File: config.mk
export PLATFORM = sky130hd
export DESIGN_NAME = t09_ssd_scan_driver
export DESIGN_NICKNAME = d
export VERILOG_FILES = /design/src/rtl/t09_ssd_scan_driver.sv
export SDC_FILE = /design/constraint.sdc
export NUM_CORES = 1
export LEC_CHECK = 0
export ABC_AREA = 1
export CORE_ASPECT_RATIO = 0.8
export CORE_MARGIN = 8
export CORE_UTILIZATION = 54
export CTS_BUF_LIST = sky130_fd_sc_hd__clkbuf_4 sky130_fd_sc_hd__clkbuf_8 sky130_fd_sc_hd__clkbuf_16
export CTS_CLUSTER_DIAMETER = 200
export DETAILED_ROUTE_END_ITERATION = 7
export GPL_TIMING_DRIVEN = 1
export PLACE_DENSITY = 0.77
export SLEW_MARGIN = 0
export SYNTH_ARGS = -nofsm -noshare
export SYNTH_HDL_FRONTEND = slang
export SYNTH_SLANG_ARGS = --single-unit
File: constraint.sdc
create_clock -name clk -period 5.9 [get_ports clk]
set_clock_uncertainty 0.2 [all_clocks]
set_input_delay 0.59 -clock clk [delete_from_list [all_inputs] [get_ports clk]]
set_output_delay 0.59 -clock clk [all_outputs]
set_load 0.05 [all_outputs]
File: src/rtl/t09_ssd_scan_driver.sv
// ---------------------------------------------------------------------------
// t09_ssd_scan_driver
//
// Converts a binary score to BCD one bit per clock (double-dabble) and drives
// a time-multiplexed seven-segment display. The display register bcd_o is only
// replaced when a conversion completes, so the scan never shows a half-built
// value. Values that do not fit in DIGITS decimal digits saturate to all nines.
// Further features: leading-zero blanking, blinking, and a one-deep load queue
// that keeps only the most recent request made while busy.
//
// Ports:
//   clk          system clock
//   rst          synchronous, active-high reset
//   en           block enable (scan counters, new loads, segment output)
//   value_i      binary value to convert
//   load_i       single-cycle request to convert value_i
//   blank_lz_i   blank leading zero digits (digit 0 is always shown)
//   blink_i      gate segments with the free-running blink phase
//   busy_o       conversion in progress
//   done_o       one-cycle pulse when bcd_o/ovf_o update
//   ovf_o        last converted value was >= 10^DIGITS
//   bcd_o        displayed BCD, digit 0 (ones) in bits [3:0]
//   digit_sel_o  index of the digit currently driven
//   seg_o        segments {g,f,e,d,c,b,a}, active high, registered
// ---------------------------------------------------------------------------
module t09_ssd_scan_driver #(
  parameter int DIGITS       = 3,
  parameter int BIN_W        = 8,
  parameter int SCAN_DIV     = 1024,
  parameter int BLINK_FRAMES = 64,
  parameter int SEL_W        = (DIGITS > 1) ? $clog2(DIGITS) : 1
) (
  input  logic                  clk,
  input  logic                  rst,
  input  logic                  en,
  input  logic [BIN_W-1:0]      value_i,
  input  logic                  load_i,
  input  logic                  blank_lz_i,
  input  logic                  blink_i,
  output logic                  busy_o,
  output logic                  done_o,
  output logic                  ovf_o,
  output logic [4*DIGITS-1:0]   bcd_o,
  output logic [SEL_W-1:0]      digit_sel_o,
  output logic [6:0]            seg_o
);

  localparam int BCD_W   = 4 * DIGITS;
  localparam int CNT_W   = $clog2(BIN_W + 1);
  localparam int PRESC_W = $clog2(SCAN_DIV);
  localparam int FRAME_W = (BLINK_FRAMES > 1) ? $clog2(BLINK_FRAMES) : 1;

  localparam logic [CNT_W-1:0]   LAST_ITER = CNT_W'(BIN_W - 1);
  localparam logic [PRESC_W-1:0] PRESC_MAX = PRESC_W'(SCAN_DIV - 1);
  localparam logic [SEL_W-1:0]   SEL_MAX   = SEL_W'(DIGITS - 1);
  localparam logic [FRAME_W-1:0] FRAME_MAX = FRAME_W'(BLINK_FRAMES - 1);

  typedef enum logic {
    IDLE,
    CONV
  } state_e;

  // Conversion state
  state_e             state_q, state_d;
  logic [BIN_W-1:0]   bin_q, bin_d;        // remaining value bits, MSB first
  logic [BCD_W-1:0]   work_q, work_d;      // BCD work register
  logic               ovfw_q, ovfw_d;      // sticky overflow of current conversion
  logic [CNT_W-1:0]   cnt_q, cnt_d;        // iteration index
  logic               pend_q, pend_d;
  logic [BIN_W-1:0]   pend_val_q, pend_val_d;

  // Visible result
  logic [BCD_W-1:0]   bcd_q, bcd_d;
  logic               ovf_q, ovf_d;
  logic               done_q, done_d;

  // Scan / blink
  logic [PRESC_W-1:0] presc_q, presc_d;
  logic [SEL_W-1:0]   sel_q, sel_d;
  logic [FRAME_W-1:0] frame_q, frame_d;
  logic               blink_on_q, blink_on_d;
  logic [6:0]         seg_q, seg_d;

  // Double-dabble step
  logic [BCD_W-1:0]   adj;
  logic [BCD_W-1:0]   shifted;
  logic               shift_out;

  function automatic logic [6:0] seg_decode(input logic [3:0] nib);
    case (nib)
      4'd0:    seg_decode = 7'h3F;
      4'd1:    seg_decode = 7'h06;
      4'd2:    seg_decode = 7'h5B;
      4'd3:    seg_decode = 7'h4F;
      4'd4:    seg_decode = 7'h66;
      4'd5:    seg_decode = 7'h6D;
      4'd6:    seg_decode = 7'h7D;
      4'd7:    seg_decode = 7'h07;
      4'd8:    seg_decode = 7'h7F;
      4'd9:    seg_decode = 7'h6F;
      default: seg_decode = 7'h00;
    endcase
  endfunction

  always_comb begin
    adj = work_q;
    for (int d = 0; d < DIGITS; d++) begin
      if (work_q[4*d +: 4] >= 4'd5) begin
        adj[4*d +: 4] = work_q[4*d +: 4] + 4'd3;
      end
    end
    // The adjusted nibble MSB carries into the next nibble on the shift; the
    // top nibble's MSB has nowhere to go and marks a value too large to show.
    shifted   = {adj[BCD_W-2:0], bin_q[BIN_W-1]};
    shift_out = adj[BCD_W-1];
  end

  // Conversion FSM
  always_comb begin
    // NOTE: every variable gets a default before any branch so no path leaves
    // it unassigned, which would otherwise infer a latch.
    state_d    = state_q;
    bin_d      = bin_q;
    work_d     = work_q;
    ovfw_d     = ovfw_q;
    cnt_d      = cnt_q;
    pend_d     = pend_q;
    pend_val_d = pend_val_q;
    bcd_d      = bcd_q;
    ovf_d      = ovf_q;
    done_d     = 1'b0;

    case (state_q)
      IDLE: begin
        // A fresh request in the done cycle is newer than the queued one.
        if (en && load_i) begin
          bin_d   = value_i;
          work_d  = '0;
          ovfw_d  = 1'b0;
          cnt_d   = '0;
          pend_d  = 1'b0;
          state_d = CONV;
        end else if (pend_q) begin
          bin_d   = pend_val_q;
          work_d  = '0;
          ovfw_d  = 1'b0;
          cnt_d   = '0;
          pend_d  = 1'b0;
          state_d = CONV;
        end
      end
      CONV: begin
        if (en && load_i) begin
          pend_d     = 1'b1;
          pend_val_d = value_i;
        end
        work_d = shifted;
        bin_d  = bin_q << 1;
        ovfw_d = ovfw_q | shift_out;
        cnt_d  = cnt_q + CNT_W'(1);
        if (cnt_q == LAST_ITER) begin
          state_d = IDLE;
          done_d  = 1'b1;
          ovf_d   = ovfw_q | shift_out;
          bcd_d   = (ovfw_q | shift_out) ? {DIGITS{4'h9}} : shifted;
        end
      end
      default: state_d = IDLE;
    endcase
  end

  // Scan prescaler, digit select, frame and blink phase
  always_comb begin
    presc_d    = presc_q;
    sel_d      = sel_q;
    frame_d    = frame_q;
    blink_on_d = blink_on_q;
    if (en) begin
      if (presc_q == PRESC_MAX) begin
        presc_d = '0;
        if (sel_q == SEL_MAX) begin
          sel_d = '0;
          if (frame_q == FRAME_MAX) begin
            frame_d    = '0;
            blink_on_d = ~blink_on_q;
          end else begin
            frame_d = frame_q + FRAME_W'(1);
          end
        end else begin
          sel_d = sel_q + SEL_W'(1);
        end
      end else begin
        presc_d = presc_q + PRESC_W'(1);
      end
    end
  end

  // Segment output: priority en, blink, leading zero, decode
  logic [DIGITS:0] zero_from;   // zero_from[d]: digits d..DIGITS-1 are all 0
  logic [3:0]      cur_nib;
  logic            lz_blank;

  always_comb begin
    zero_from[DIGITS] = 1'b1;
    for (int d = DIGITS - 1; d >= 0; d--) begin
      zero_from[d] = zero_from[d+1] && (bcd_q[4*d +: 4] == 4'd0);
    end
    cur_nib  = bcd_q[4*int'(sel_q) +: 4];
    lz_blank = blank_lz_i && (sel_q != '0) && zero_from[sel_q];

    seg_d = 7'h00;
    if (!en) begin
      seg_d = 7'h00;
    end else if (blink_i && !blink_on_q) begin
      seg_d = 7'h00;
    end else if (lz_blank) begin
      seg_d = 7'h00;
    end else begin
      seg_d = seg_decode(cur_nib);
    end
  end

  always_ff @(posedge clk) begin
    // NOTE: state registers use non-blocking assignments so every flop samples
    // the values from before this edge, independent of statement order.
    if (rst) begin
      state_q    <= IDLE;
      bin_q      <= '0;
      work_q     <= '0;
      ovfw_q     <= 1'b0;
      cnt_q      <= '0;
      pend_q     <= 1'b0;
      pend_val_q <= '0;
      bcd_q      <= '0;
      ovf_q      <= 1'b0;
      done_q     <= 1'b0;
      presc_q    <= '0;
      sel_q      <= '0;
      frame_q    <= '0;
      blink_on_q <= 1'b1;
      seg_q      <= 7'h00;
    end else begin
      state_q    <= state_d;
      bin_q      <= bin_d;
      work_q     <= work_d;
      ovfw_q     <= ovfw_d;
      cnt_q      <= cnt_d;
      pend_q     <= pend_d;
      pend_val_q <= pend_val_d;
      bcd_q      <= bcd_d;
      ovf_q      <= ovf_d;
      done_q     <= done_d;
      presc_q    <= presc_d;
      sel_q      <= sel_d;
      frame_q    <= frame_d;
      blink_on_q <= blink_on_d;
      seg_q      <= seg_d;
    end
  end

  assign busy_o      = (state_q == CONV);
  assign done_o      = done_q;
  assign ovf_o       = ovf_q;
  assign bcd_o       = bcd_q;
  assign digit_sel_o = sel_q;
  assign seg_o       = seg_q;

endmodule

* After elaboration in Yosys (flattened, before gate mapping)
Memory sizes are Yosys's and may differ from the RTL's. A register that Yosys moved wholly into a read port is not among the register bits.
Cells that the tools add are included.
W data, S select, Z words.
** Storage, ports and cells
- Bits in registers :: 68
- Memory bits (read-only) :: 112
- Output and inout port bits :: 24
- Word-level logic and storage cells :: 83
- Memories kept :: 1
** Memories
- (no name shown) :: words 16, bits a word 7, rd ports 1, clocked after memory_dff 1, wr ports 0, line 90 : case (nib)
** Cells by class
- Add/subtract/negate cells :: 7
- Order comparisons :: 4
- Equality and inequality tests :: 6
- Shift-type cells :: 1
- Mux-type cells :: 28
- Bitwise logic cells :: 4
- Reductions and logical operators :: 18
** Operator list (number)
- $mux W12 :: 3
- $pmux W12 S2 :: 1
- $mux W4 :: 5
- $mux W8 :: 2
- $pmux W8 S2 :: 1
- $add A4 B2 Y4 const B :: 3
- $ge A4 B3 Y1 const B :: 3
- $logic_not A4 Y1 :: 3
- $shiftx A12 B5 Y4 :: 1
- $add A10 B1 Y10 const B :: 1
- $eq A10 B10 Y1 const B :: 1
- $mux W10 :: 1
- $mux W1 :: 8
- $pmux W4 S2 :: 1
- $add A6 B1 Y6 const B :: 1
- $eq A6 B6 Y1 const B :: 1
- $logic_and A1 B1 Y1 :: 6
- $mux W6 :: 1
- $pmux W1 S2 :: 3
- $reduce_and A2 Y1 :: 3
- $add A4 B1 Y4 const B :: 1
- $eq A4 B3 Y1 const B :: 1
- $reduce_and A4 Y1 :: 1
- $reduce_or A4 Y1 :: 1
- 13 further kinds :: 15

* Depth between registers and ports, before layout
- Depth after elaboration :: 7
- Depth in mapped cells :: 11
- Mapped depth without buffers :: 11

* Worst setup path after synthesis
No wires, ideal clock.
- Kind :: register -> register
- Start :: register sel_q[1], in the netlist digit_sel_o[1]
- End :: register seg_q[3], in the netlist seg_o[3]
- Setup time :: 113 ps
- Data arrival time :: 2069 ps
- Required time :: 5587 ps
- Slack :: 3518 ps
- Cell stages (with the launch flop) :: 10
- Buffers on the path :: 0
- Path through :: dfxtp_1 inv_2 nand2_1 nor2_1 a221oi_1 ha_1 nand2_1 o21ai_0 nor2_1 nor2_1
** On the way
- Cells in the longest elaborated chain, start to end :: 4
- Elaborated cells on any way between the ends :: 7
- Those cells by class :: shift: 1; mux: 2; reduce/logical: 4
** RTL lines
- from (decl) :: line 79 : logic [SEL_W-1:0] sel_q, sel_d;
- from (signal assigned) :: line 254 : sel_q <= sel_d;
- $bmux W1 S2 / $reduce_bool A2 Y1 (equally long branches) :: line 209 : lz_blank = blank_lz_i && (sel_q != '0) && zero_from[sel_q];
- $mux W1 (not written as such) / $logic_and A1 B1 Y1 (equally long branches) :: line 209
- $logic_and A1 B1 Y1 :: line 209
- $reduce_or A4 Y1 (no source line)
- to (decl) :: line 82 : logic [6:0] seg_q, seg_d;
Parallel ways exist; a longest one is shown, timed or not. The select of a mux whose other input is x is not followed.
A chain may end at the register's enable or synchronous reset.

* Final worst setup path
- Start :: input en
- End :: register work_q[2]
** On the way
- Cells in the longest elaborated chain, start to end :: 3
- Elaborated cells on any way between the ends :: 4
- Those cells by class :: eq/ne: 1; mux: 2; reduce/logical: 1
** RTL lines
- from (decl) :: line 35 : input logic en,
- $logic_and A1 B1 Y1 (*) :: line 136 : if (en && load_i) begin
- $mux W12 :: line 136
- $pmux W12 S2 :: line 133 : case (state_q)
- to (signal assigned) :: line 245 : work_q <= work_d;
- to (decl) :: line 66 : logic [BCD_W-1:0] work_q, work_d;
Every way passes the cells marked *; elsewhere a longest branch is shown, timed or not.

==> flow_metrics.tcl <==
set metrics [dict create \
    outcome "complete, no violations" \
    reg2reg_slack_ns 3.54 \
    root_buffer "clkbuf_8" \
    rsz0062_at_grt "no" \
    syn-num-nets 524 \
    highest_layer "met4" \
    crit_path_frequent_cell "nand2_1" \
    cts_setup_buffers 0 \
    ys_warn_count 0 \
    power_density_mw_per_mm2 224.6 \
    dieArea_sq_mm 0.009612 \
    crit_type "input port to flop" \
    core_area_sq_mm 0.006441 \
    nets 559 \
    cts_made_buffers 9 \
    drv_cap 0 \
    yosysSeqAreaShare_pct 41.39 \
    layout-drive-gt1-share_pct 8.037 \
    min_from "pend_val_q[0]$_SDFFE_PP0P_" \
    crit_required_ns 5.97 \
    clock_sinks 75 \
    synth_area_sq_mm 0.003627 \
    route.met2.wl_microns 3629 \
    synth_top_area_cell "dfxtp_1" \
    cts_hold_buf 0 \
    wire_per_inst_microns 12.59 \
    finalCriticalPeriod_ns 2.876 \
    track_usage_pct 17.00 \
    netlist_instances 495 \
    setup_violations 0 \
    ys_types 36 \
    worstRegToRegCells 11 \
    die_y_microns 89.31 \
    postRouteAntennaNets 0 \
    cpPeakStageDelay_ns 0.63 \
    start_kind "input port" \
    syn_avg_cell_area_sq_um 7.328 \
    cts-resized-gates 0 \
    whs_ns 0.2549 \
    drcViolationCount 0 \
    clock.fmax_ghz 0.3477 \
    io_buffer_count 37 \
    hold_class "flop to flop" \
    power.internal_mw 0.7038 \
    grt_remaining_overflow 0 \
    route.met3.wl_microns 384 \
    netlist_top_cells_area "dfxtp_1 41%, nand2_1 11%, nor2_1 6.1%" \
    areaGrowthSynthToFinish_pct 16.32 \
    slew_headroom_pct 47.51 \
    synth.top_cell.area_share_pct 41.39 \
    p_switching_mw 0.2436 \
    die_x_microns 107.6 \
    hold_end "pend_val_q[0]$_SDFFE_PP0P_" \
    pin_count 38 \
    pwr-share-clk_pct 38.3 \
    vdd_drop_max_v 0.0001709 \
    fin_setup_tns_ns 0 \
    routed-via-count 3236 \
    first_iter_violations 174 \
    leakage_nw 1.727 \
    grt_max_degree 36 \
    r2r_end "seg_o[6]$_SDFF_PP0_" \
    start_util_pct 56.31 \
    routabilityCongestion 0.8061 \
    cp-end-kind "flop" \
    synth.ff_latch_count 75 \
    clk_latency_ns 0.35 \
    r2r_start "digit_sel_o[0]$_SDFFE_PP0P_" \
    slew_violations 0 \
    combPwrFrac_pct 6.7 \
    hold_depth 2 \
    grt_pass1_wl_microns 13400 \
    power_frac_seq_pct 55.0 \
    layout.cells.non_filler 619 \
    wirelength_microns 7795 \
    slowest_stage "clkdlybuf4s50_1" \
    tritoncts "yes" \
    nFillCells 548 \
    viasPerCell 5.228 \
    critPathMaxFanout 15 \
    htreeDepth 3 \
    switching_share_pct 25.72 \
    clk_pin_slew_worst_paths_ns 0.08 \
    clockBufferDepth 2 \
    wl_met1_microns 3676 \
    hold_violations 0 \
    tightest_slew_ns 0.7873 \
    drt_first_pass_iters 5 \
    post-place-cells 603 \
    diodes 0 \
    antenna_found_initial 0 \
    period_share_pct 48.74 \
    path_cells "clkdlybuf4s50_1 > nand2_2 > nand2_1 > nor2_1 > nand2_1 > o22ai_1" \
    grt_pass1_vias 2984 \
    total_power_mw 0.9475 \
    placementRows 26 \
    arrival_ns 2.95 \
    hpwl_microns 5781 \
]
cells by family (layout without fill, tap and decap cells):
kind of cell	Yosys count	in the layout	synth area share (%)
AOI/OAI and AO/OA	103	103	16.01
buffers and inverters	73	113	8.209
xor gates and xnor gates	6	6	1.449
adders and majority gates	15	15	5.174
DFF	75	75	41.39
and+or+nand+nor	223	223	27.77
cells in the final DEF, fill, tap and decap left out, types with 11 or more instances in the layout:
| master | instances |
|---|---|
| dfxtp_1 | 75 |
| nand3_1 | 28 |
| o21ai_0 | 36 |
| inv_1 | 53 |
| ha_1 | 15 |
| clkdlybuf4s50_1 | 37 |
| a21oi_1 | 33 |
| nand2_1 | 106 |
| nor2_1 | 59 |
| o22ai_1 | 11 |
flip-flops by register name (all words and copies together) (netlist names), 2 cells and up:
register     cells
pend_val_q       8
frame_q          6
seg_o            7
work_q          12
bcd_o           12
cnt_q            4
presc_q         10
digit_sel_o      2
bin_q            8
worst max path at each step:
stage	startpoint	to	slack, ns	cells after the start
2_1_floorplan	digit_sel_o[1]$_SDFFE_PP0P_	seg_o[3]$_SDFF_PP0_	3.52	9
3_3_place_gp	en	work_q[10]$_SDFFE_PP0P_	2.78	6
3_5_place_dp	en	work_q[2]$_SDFFE_PP0P_	2.66	6
4_1_cts	en	work_q[2]$_SDFFE_PP0P_	3.05	6
5_1_grt	en	work_q[2]$_SDFFE_PP0P_	2.74	6
6_report	en	work_q[2]$_SDFFE_PP0P_	3.02	6
power by group through the flow:
stage	logic (mW)	clock network [mW]	registers (mW)
2_1_floorplan	0.0354	0	0.540
3_3_place_gp	0.0622	0	0.533
3_5_place_dp	0.0633	0	0.533
4_1_cts	0.0635	0.370	0.521
5_1_grt	0.0702	0.392	0.523
6_report	0.0633	0.363	0.521
synthesized netlist by cell type (all sizes together):
cell type  number
nand4           5
o22ai          11
buf            10
xnor2           1
inv            59
nand3b          2
o21a            1
a221oi          1
nor2           64
a21boi          2
ha             15
a211oi          6
o211ai          3
nor3b           1
o21ai          40
nand2         112
a21oi          33
nand3          35
xor2            5
clkbuf          4
o32ai           2
a31oi           4
nor3            4
dfxtp          75
worst max-delay path: cells and delay by family:
family          cells  cell delay, ns
simple gates        4            1.44
buf+inv             1            0.63
compound gates      1            0.28
metrics by stage:
stage          worst slack [ns]  utilization, %  instance area (sq um)
2_1_floorplan             3.518               -                   3627
3_3_place_gp              2.784           62.63                   4034
3_5_place_dp              2.658           62.63                   4034
4_1_cts                   3.051           65.50                   4219
5_1_grt                   2.739           65.50                   4219
6_report                  3.024           65.50                   4219
routing by layer:
layer / GRT usage [%] / up-vias
met5: 0 / -
met4: 4.774 / 0
met3: 5.043 / 10
met2: 28.66 / 64
met1: 20.64 / 1468
li1: - / 1694
layout make-up:
| cell class | count | area [sq um] | area share [%] |
|---|---|---|---|
| Clock inverter | 6 | 47.55 | 1.127 |
| Timing Repair Buffer | 38 | 377.9 | 8.956 |
| Tap cell | 84 | 105.1 | 2.491 |
| Sequential cell | 75 | 1501 | 35.59 |
| Multi-Input combinational cell | 347 | 1828 | 43.33 |
| Clock buffer | 10 | 137.6 | 3.262 |
| Inverter | 59 | 221.5 | 5.249 |
No activity file was read; power rests on OpenSTA's default activity.
